===== config.mk =====
export PLATFORM = sky130hd
export DESIGN_NAME = instruction_fetch
export DESIGN_NICKNAME = d
export VERILOG_FILES = /design/src/rtl/instruction_fetch_pkg.sv /design/src/rtl/fetch_queue.sv /design/src/rtl/instruction_fetch.sv
export SDC_FILE = /design/constraint.sdc
export NUM_CORES = 1
export LEC_CHECK = 0
export CORE_ASPECT_RATIO = 0.6
export CORE_MARGIN = 2
export CORE_UTILIZATION = 54
export DETAILED_ROUTE_END_ITERATION = 10
export GPL_TIMING_DRIVEN = 0
export PLACE_DENSITY = 0.82
export SLEW_MARGIN = 20
export SYNTH_ARGS = -nofsm -noshare
export SYNTH_HDL_FRONTEND = slang
export SYNTH_SLANG_ARGS = --single-unit

===== constraint.sdc =====
create_clock -name clock -period 3.84 [get_ports clock]
set_input_delay 0.768 -clock clock [delete_from_list [all_inputs] [get_ports clock]]
set_output_delay 0.768 -clock clock [all_outputs]
set_load 0.01 [all_outputs]

===== src/rtl/instruction_fetch_pkg.sv =====
// Shared types for the fetch front end.
//   regval_t      : 32-bit architectural register / address value
//   NR            : architectural register count used by later stages
//   fetch_state_t : fetch sequencer states
//   fetch_entry_t : one prefetch queue entry (word, its pc, post-redirect flag)
package instruction_fetch_pkg;

    localparam int NR = 32;

    typedef logic [31:0] regval_t;

    typedef enum logic [1:0] {
        REQUEST   = 2'd0,
        WAIT_DATA = 2'd1,
        DISCARD   = 2'd2
    } fetch_state_t;

    typedef struct packed {
        regval_t instruction;
        regval_t pc;
        logic    has_flushed;
    } fetch_entry_t;

endpackage


===== src/rtl/fetch_queue.sv =====
// Prefetch queue: circular buffer of DEPTH fetch entries.
//   clock, reset_n : system clock, async active-low reset
//   flush          : empty the queue (wins over push/pop)
//   push, push_entry : write a new entry at the tail
//   pop            : drop the head entry
//   full, empty    : occupancy flags
//   head_entry     : oldest entry, valid when !empty
module fetch_queue
    import instruction_fetch_pkg::*;
#(
    parameter int DEPTH = 2
) (
    input  logic         clock,
    input  logic         reset_n,
    input  logic         flush,
    input  logic         push,
    input  fetch_entry_t push_entry,
    input  logic         pop,
    output logic         full,
    output logic         empty,
    output fetch_entry_t head_entry
);

    localparam int AW = $clog2(DEPTH);
    localparam int PW = AW + 1;

    // Pointers carry one extra wrap bit so full and empty are distinguishable.
    logic [AW:0]  wr_ptr_q, wr_ptr_d;
    logic [AW:0]  rd_ptr_q, rd_ptr_d;
    fetch_entry_t mem_q [DEPTH];
    fetch_entry_t mem_d [DEPTH];
    logic         do_push;
    logic         do_pop;

    assign empty   = (wr_ptr_q == rd_ptr_q);
    assign full    = (wr_ptr_q[AW] != rd_ptr_q[AW]) &&
                     (wr_ptr_q[AW-1:0] == rd_ptr_q[AW-1:0]);
    assign do_pop  = pop && !empty;
    // A push into a full queue is legal only when the head leaves in the same cycle.
    assign do_push = push && (!full || do_pop);
    assign head_entry = mem_q[rd_ptr_q[AW-1:0]];

    always_comb begin
        wr_ptr_d = wr_ptr_q;
        rd_ptr_d = rd_ptr_q;
        mem_d    = mem_q;
        if (flush) begin
            wr_ptr_d = '0;
            rd_ptr_d = '0;
        end else begin
            if (do_push) begin
                mem_d[wr_ptr_q[AW-1:0]] = push_entry;
                wr_ptr_d = wr_ptr_q + PW'(1);
            end
            if (do_pop) begin
                rd_ptr_d = rd_ptr_q + PW'(1);
            end
        end
    end

    always_ff @(posedge clock or negedge reset_n) begin
        if (!reset_n) begin
            wr_ptr_q <= '0;
            rd_ptr_q <= '0;
            for (int i = 0; i < DEPTH; i++) begin
                mem_q[i] <= '0;
            end
        end else begin
            wr_ptr_q <= wr_ptr_d;
            rd_ptr_q <= rd_ptr_d;
            mem_q    <= mem_d;
        end
    end

endmodule


===== src/rtl/instruction_fetch.sv =====
// Instruction fetch front stage: issues one memory read at a time, queues the
// returned words with their pc for decode, and handles pc redirects.
//   clock, reset_n        : system clock, async active-low reset
//   address_enable/address: read request strobe and byte address
//   data, data_valid      : read response (one pulse per accepted request)
//   redirect_valid/_pc    : flush and restart fetch at redirect_pc
//   next_pc               : sequential successor of the oldest queued pc
//   out_valid/_instruction/_pc/_has_flushed, hold : decode interface
// Optional macro FETCH_PERF_COUNT_EN adds saturating stall_cycles and
// flush_count outputs.
//
// state     | meaning
// REQUEST   | idle; issue a read when the queue has room
// WAIT_DATA | read in flight, response will be queued
// DISCARD   | read in flight after a redirect, response will be dropped
module instruction_fetch
    import instruction_fetch_pkg::*;
#(
    parameter int      DEPTH    = 2,
    parameter regval_t RESET_PC = 32'h0000_0000,
    parameter int      PC_STEP  = 4
) (
    input  logic        clock,
    input  logic        reset_n,
    output logic        address_enable,
    output regval_t     address,
    input  logic [31:0] data,
    input  logic        data_valid,
    input  logic        redirect_valid,
    input  regval_t     redirect_pc,
    output regval_t     next_pc,
    output logic        out_valid,
    output logic [31:0] out_instruction,
    output regval_t     out_pc,
    output logic        out_has_flushed,
    input  logic        hold
`ifdef FETCH_PERF_COUNT_EN
    ,
    output logic [31:0] stall_cycles,
    output logic [15:0] flush_count
`endif
);

    localparam regval_t STEP = regval_t'(PC_STEP);

    fetch_state_t state_q, state_d;
    regval_t      fetch_pc_q, fetch_pc_d;
    regval_t      req_addr_q, req_addr_d;
    logic         flush_pending_q, flush_pending_d;
    // Holds off the first request until a clock after reset release.
    logic         run_q;
    logic         issue;
    logic         q_push;
    logic         q_pop;
    logic         q_full;
    logic         q_empty;
    fetch_entry_t push_entry;
    fetch_entry_t head_entry;

    always_comb begin
        state_d         = state_q;
        fetch_pc_d      = fetch_pc_q;
        req_addr_d      = req_addr_q;
        flush_pending_d = flush_pending_q;
        address_enable  = 1'b0;
        issue           = 1'b0;
        q_push          = 1'b0;
        case (state_q)
            REQUEST: begin
                if (run_q && !q_full) begin
                    issue          = 1'b1;
                    address_enable = 1'b1;
                    req_addr_d     = fetch_pc_q;
                    state_d        = WAIT_DATA;
                end
            end
            WAIT_DATA: begin
                address_enable = 1'b1;
                if (data_valid) begin
                    q_push          = 1'b1;
                    fetch_pc_d      = fetch_pc_q + STEP;
                    flush_pending_d = 1'b0;
                    state_d         = REQUEST;
                end
            end
            DISCARD: begin
                address_enable = 1'b1;
                if (data_valid) begin
                    state_d = REQUEST;
                end
            end
            default: begin
                state_d = REQUEST;
            end
        endcase
        if (redirect_valid) begin
            q_push          = 1'b0;
            fetch_pc_d      = redirect_pc;
            flush_pending_d = 1'b1;
            // Any read still outstanding after this edge belongs to the old path.
            if (state_q == REQUEST) begin
                state_d = issue ? DISCARD : REQUEST;
            end else begin
                state_d = data_valid ? REQUEST : DISCARD;
            end
        end
    end

    // Address is frozen while a read is outstanding, even across a redirect.
    assign address = (state_q == REQUEST) ? fetch_pc_q : req_addr_q;

    always_ff @(posedge clock or negedge reset_n) begin
        if (!reset_n) begin
            state_q         <= REQUEST;
            fetch_pc_q      <= RESET_PC;
            req_addr_q      <= RESET_PC;
            flush_pending_q <= 1'b0;
            run_q           <= 1'b0;
        end else begin
            state_q         <= state_d;
            fetch_pc_q      <= fetch_pc_d;
            req_addr_q      <= req_addr_d;
            flush_pending_q <= flush_pending_d;
            run_q           <= 1'b1;
        end
    end

    assign push_entry.instruction = data;
    assign push_entry.pc          = fetch_pc_q;
    assign push_entry.has_flushed = flush_pending_q;
    assign q_pop                  = out_valid && !hold;

    fetch_queue #(
        .DEPTH (DEPTH)
    ) u_fetch_queue (
        .clock      (clock),
        .reset_n    (reset_n),
        .flush      (redirect_valid),
        .push       (q_push),
        .push_entry (push_entry),
        .pop        (q_pop),
        .full       (q_full),
        .empty      (q_empty),
        .head_entry (head_entry)
    );

    assign out_valid       = !q_empty;
    assign out_instruction = head_entry.instruction;
    assign out_pc          = head_entry.pc;
    assign out_has_flushed = head_entry.has_flushed && out_valid;
    assign next_pc         = out_valid ? (head_entry.pc + STEP) : (fetch_pc_q + STEP);

`ifdef FETCH_PERF_COUNT_EN
    logic [31:0] stall_cycles_q, stall_cycles_d;
    logic [15:0] flush_count_q, flush_count_d;

    always_comb begin
        stall_cycles_d = stall_cycles_q;
        flush_count_d  = flush_count_q;
        if ((state_q == WAIT_DATA || state_q == DISCARD) && q_empty &&
            (stall_cycles_q != '1)) begin
            stall_cycles_d = stall_cycles_q + 32'd1;
        end
        if (redirect_valid && (flush_count_q != '1)) begin
            flush_count_d = flush_count_q + 16'd1;
        end
    end

    always_ff @(posedge clock or negedge reset_n) begin
        if (!reset_n) begin
            stall_cycles_q <= '0;
            flush_count_q  <= '0;
        end else begin
            stall_cycles_q <= stall_cycles_d;
            flush_count_q  <= flush_count_d;
        end
    end

    assign stall_cycles = stall_cycles_q;
    assign flush_count  = flush_count_q;
`endif

endmodule


== After elaboration in Yosys (flattened, before gate mapping) ==
Cells that the tools add are included.

* Add/sub/neg operators: 4
* $lt $le $gt $ge: 3
* Eq/ne operators: 7
* Mux-type cells: 31
* Bitwise logic cells: 3
* Reduce and logical (&&, ||, !) cells: 21

{| class="wikitable"
|+ Operator list
! kind !! number
|-
| two-way mux 65 bit || 4
|-
| two-way mux 32 bit || 5
|-
| bitwise mux 130 bit || 1
|-
| demux 65 bit (select 1 bit) || 1
|-
| adder 32 x 3 -> 32 bit, second input constant || 2
|-
| two-way mux 2 bit || 10
|-
| two-way mux 1 bit || 8
|-
| AND reduction 2 bit || 4
|-
| nonzero test 2 bit || 4
|-
| logical AND 1 bit || 7
|-
| adder 2 x 1 -> 2 bit, second input constant || 2
|-
| >= comparator 2 bit, second input constant || 2
|-
| inverter 1 -> 2 bit || 2
|-
| one-hot mux 2 bit (2 select lines) || 1
|-
| zero test 1 bit || 3
|-
| inequality test 3 x 1 -> 1 bit, second input constant || 1
|-
| inequality test 3 bit, second input constant || 1
|-
| equality test 2 x 1 -> 1 bit, second input constant || 1
|-
| equality test 2 bit || 1
|-
| equality test 2 bit, second input constant || 1
|-
| zero test 2 bit || 1
|-
| < comparator 2 x 1 -> 1 bit, second input constant || 1
|-
| one-hot mux 1 bit (2 select lines) || 1
|-
| OR reduction 2 bit || 1
|-
| 4 further kinds || 4
|}

* Register bits: 202
* Output and inout bits: 131
* Logic and storage cells: 82

== Depth between registers and ports, before layout ==
* Depth after elaboration: 9
* Depth in mapped cells: 14
* Depth with buffers taken out: 7

== Modules after synthesis ==
Synthesis repeated with hierarchy kept, for this count alone.

* Cells, all modules: 909
* Area total of the unflattened synthesis: 11046.8 µm²

{| class="wikitable"
|+ Modules (own cells, without submodules)
! module !! instances !! cells each !! area an instance (µm²) !! sequential area each (µm²)
|-
| fetch_queue || 1 || 381 || 6113.4 || 3353.2
|-
| instruction_fetch || 1 || 528 || 4933.5 || 1701.6
|}

== Worst setup path before layout ==
OpenSTA, ideal clock, no wires.

* Kind: reg2out
* Start: register u_fetch_queue.rd_ptr_q[0]
* End: output next_pc[28]
* Data arrival time: 3.058 ns
* Data required time: 3.072 ns
* Path slack: 0.014 ns
* Stages on the path, launching flop included: 14
* Path through: dfrtp_1 -> buf_6 -> buf_2 -> buf_4 -> buf_2 -> buf_4 -> buf_2 -> mux2_2 -> ha_1 -> inv_1 -> a221oi_2 -> nand3_1 -> o211a_1 -> nor3_1

* Longest elaborated chain between the ends: 6

{| class="wikitable"
|+ RTL lines
! element !! RTL line !! source
|-
| start, declared || fetch_queue.sv:29 || <nowiki>logic [AW:0] rd_ptr_q, rd_ptr_d;</nowiki>
|-
| start signal, assigned || fetch_queue.sv:70 || <nowiki>rd_ptr_q <= rd_ptr_d;</nowiki>
|-
| inverter 1 -> 2 bit (not written as such) || fetch_queue.sv:41 || <nowiki>assign head_entry = mem_q[rd_ptr_q[AW-1:0]];</nowiki>
|-
| two-way mux 65 bit (not written as such) (3 in a row) || fetch_queue.sv:41 ||
|-
| net out_pc[3] || instruction_fetch.sv:34 || <nowiki>output regval_t out_pc,</nowiki>
|-
| adder 32 x 3 -> 32 bit || instruction_fetch.sv:151 || <nowiki>assign next_pc = out_valid ? (head_entry.pc + STEP) : (fetch_pc_q + STEP);</nowiki>
|-
| two-way mux 32 bit || instruction_fetch.sv:151 ||
|-
| end, declared || instruction_fetch.sv:31 || <nowiki>output regval_t next_pc,</nowiki>
|}

The timed path passes the listed nets, and every way through them passes these cells. The select of a mux whose other input is x is not followed.

== Worst setup path in the final report ==
* Start: register u_fetch_queue.rd_ptr_q[0]
* End: output next_pc[22]

* Longest elaborated chain between the ends: 6

{| class="wikitable"
|+ RTL lines
! element !! RTL line
|-
| inverter 1 -> 2 bit (not written as such) || fetch_queue.sv:41
|-
| two-way mux 65 bit (not written as such) (3 in a row) || fetch_queue.sv:41
|-
| adder 32 x 3 -> 32 bit || instruction_fetch.sv:151
|-
| two-way mux 32 bit * || instruction_fetch.sv:151
|}

Mark *: on every way between the ends. The rest lies on a longest branch, timed or not. The select of a mux whose other input is x is not followed.

==> run_results.csv <==
group,metric,value,unit
outcome,status,"complete, but fails checks",
outcome,violations,"setup timing",
global_route,grt_pass1_wl,52600,microns
cells_and_area,layout_common_cells,"mux2_2 (251), dfrtp_1 (202), clkdlybuf4s50_1 (170), nand2_1 (79), o21ai_0 (45)",
global_route,grt_usage,31.3,%
detailed_routing,wl,34500,microns
clock_network,path_clk_slew,70,ps
logic_synthesis,synth_flop_cell,"dfrtp_1",
logic_synthesis,yosysTopAreaCellShare,45.2,%
detailed_routing,drt_pass1_iterations,5,
setup_path,path_common_cell,"buf_12",
sta,min_period_over_period,104,%
clock_network,cts_sinks,202,
placement,port_buffers,199,
min_path,hp-class,"input pin to asynchronous set/reset pin",
sta,slew_violations,0,
clock_network,htree_levels,1,
placement,place_ws,-1790,ps
floorplanning,die_h,115,microns
cells_and_area,multiInputGateArea,5850,sq um
flow_run,drv_cap,0,
cells_and_area,fin_cells,1533,
logic_synthesis,syn_avg_cell_area,11.3,sq um
global_route,first_global_vias,9343,
pwr,power_density,622,nW/um^2
cells_and_area,final_common_cell,"mux2_2",
placement,hpwl,24200,microns
placement,place_congestion,0.966,
floorplanning,die_x,190,microns
sta,finalHoldViolCount,0,
logic_synthesis,synth_top_cell_by_area,"dfrtp_1",
clock_network,root_buffer,"clkbuf_16",
logic_synthesis,ys_types,58,
clock_network,cts_buffers,20,
cells_and_area,fin_util,73.0,%
setup_path,cp_slowest_stage_delay,410,ps
clock_network,cts_buffer_depth,3,
logic_synthesis,syn_inst,994,
logic_synthesis,yosysSeqAreaShare,45.2,%
global_route,antenna_found_initial,1,
pwr,p_leak,6.40,nW
floorplanning,core_area,20200,sq um
detailed_routing,post_drt_wl_per_cell,22.5,microns
setup_path,critPathLaunch,"u_fetch_queue.rd_ptr_q[0]",
sta,max_freq,0.250,GHz
sta,relSlewSlack,46.2,%
detailed_routing,drt-initial-drc-count,929,
clock_network,insertion_delay,510,ps
sta,setup_viol,8,
setup_path,path_max_fanout,5,
cells_and_area,nets,1320,
setup_path,critical_path.cell_chain,"buf_6 > buf_12 > buf_12 > buf_12 > buf_12 > mux2_4 > ha_4 > inv_4 > a221oi_4 > buf_12 > and4_1 > clkbuf_8 > a211oi_2 > a211oi_2 > buf_2",
sta,rsz0062_at_grt,"true",
logic_synthesis,ys_top_cells_by_area,"dfrtp_1 (45%), mux2_2 (25%), xor2_1 (3.0%)",
cells_and_area,seq_area,5050,sq um
logic_synthesis,syn_nets,1068,
cells_and_area,fillCellCount,1376,
logic_synthesis,synth.cell_area,11200,sq um
sta,period_needed,4010,ps
sta,skew,22.9,ps
clock_network,cts_hold_buffers,0,
setup_path,critical_path_arrival,3240,ps
floorplanning,initial_core_util,55.5,%
floorplanning,fp.dieArea,21900,sq um
clock_network,cts_tree,"yes",
detailed_routing,ant_nets,0,
pwr,vdd_ir_drop_max,0.479,mV
sta,tightest_slew,806,ps
detailed_routing,vias_per_cell,6.02,
detailed_routing,drc_errors,0,
logic_synthesis,ys_seq_elements,202,
detailed_routing,via_count,9235,
setup_path,worstSetupEndpointType,"primary output",
setup_path,r2r_start,"state_q[1]",
cells_and_area,num_antenna_cells,0,
floorplanning,rows,40,
placement,dp_cells,1468,
global_route,grt_max_degree,79,
cells_and_area,areaGrowthSynthToFinish,31.6,%
global_route,grt_overflow,0,
sta,worst_slack,-167,ps
logic_synthesis,yosys_warnings,0,
setup_path,cp.required,3070,ps
setup_path,cpMaxStageDelayCell,"dfrtp_1",
logic_synthesis,synth_edf_count,0,
floorplanning,ioPinCount,200,
setup_path,crit_type,"flop to primary output",
cells_and_area,drive_above_1_share,34.0,%
setup_path,worstSetupStartpointType,"flop",
logic_synthesis,async_reset_ff_share,100,%
-- where the power goes --
group          internal (mW)  leakage [nW]  switching, mW
Sequential              2.73          2.58          0.404
Clock                   1.12         0.327          0.856
Combinational           2.22          3.50           1.84
Total                   6.06          6.40           3.10
-- stage by stage --
step | TNS, ps | hold slack, ps | power [mW] | instance area [sq um]
global placement | -1316560 | 463 | 6.92 | 13500
detailed placement | -18900 | 468 | 7.02 | 13600
floorplan | 0 | 446 | 5.14 | 11200
global route | -1380 | 212 | 9.58 | 14700
CTS | -601 | 193 | 9.08 | 14600
finish | -508 | 184 | 9.16 | 14700
-- synth_stat cells, types with 18 or more instances --
| master | n |
|---|---|
| mux2_2 | 253 |
| dfrtp_1 | 202 |
| nand2_1 | 80 |
| o21ai_0 | 47 |
| buf_2 | 39 |
| nand3_1 | 39 |
| xor2_1 | 38 |
| xnor2_1 | 34 |
| nor2_1 | 30 |
| clkbuf_1 | 25 |
| nand4_1 | 25 |
| inv_1 | 18 |
-- worst paths after layout --
path	endpoint	slack [ps]	cells after the start
max	next_pc[22]	-170	15
min	req_addr_q[18]	180	1
max reg2reg	u_fetch_queue.mem_q[29]	890	8
min reg2reg	req_addr_q[29]	480	2
max in group asynchronous	u_fetch_queue.mem_q[126]	2570	3
min in group clock	req_addr_q[29]	480	2
-- sequential cells by signal (all words and copies together) (netlist names) --
signal                  flops
fetch_pc_q                 32
flush_pending_q             1
req_addr_q                 32
run_q                       1
state_q                     2
u_fetch_queue.mem_q       130
u_fetch_queue.rd_ptr_q      2
u_fetch_queue.wr_ptr_q      2
-- worst max-delay path, delay by kind of cell (launching register included) --
| kind | cells | cell delay [ps] |
|---|---|---|
| adders and majority gates | 1 | 150 |
| and+or+nand+nor | 1 | 190 |
| AOI/OAI and AO/OA | 3 | 580 |
| muxes | 1 | 210 |
| buffers and inverters | 9 | 1180 |
| DFF | 1 | 410 |
-- layer usage --
metal  vias up  GRT usage (%)  wire length, microns  share of wire (%)
met3        60           9.18                  3940                 11
met5         -              0                     0                  0
li1       4069              -                     -                  -
met1      4599           45.8                 15300                 44
met4         0           7.03                   627                1.8
met2       507           46.2                 14600                 42
-- timing repair --
action	CTS	global route
resized for setup	113	53
buffers inserted	22	11
pin swaps	16	14
setup endpoints to repair	79	46
endpoints found under the hold margin	0	0
-- cell families after synthesis --
kind of cell / count (synthesis) / synth area share (%)
AOI/OAI and AO/OA: 106 / 5.95
buffers and inverters: 99 / 4.15
muxes: 270 / 27.0
xor gates and xnor gates: 72 / 5.64
other: 1 / 0.0335
DFF: 202 / 45.2
and+or+nand+nor: 239 / 11.5
adders and majority gates: 5 / 0.559
-- layout make-up --
type	count	area share, %
multi-input cells	693	39.7
flip-flops and latches	202	34.3
repair buffers	233	15.3
clock buffers	32	4.25
plain buffers	78	3.39
well taps	273	2.32
inverters	18	0.476
clock inverters	4	0.212
Power figures use the tool's default switching activity.
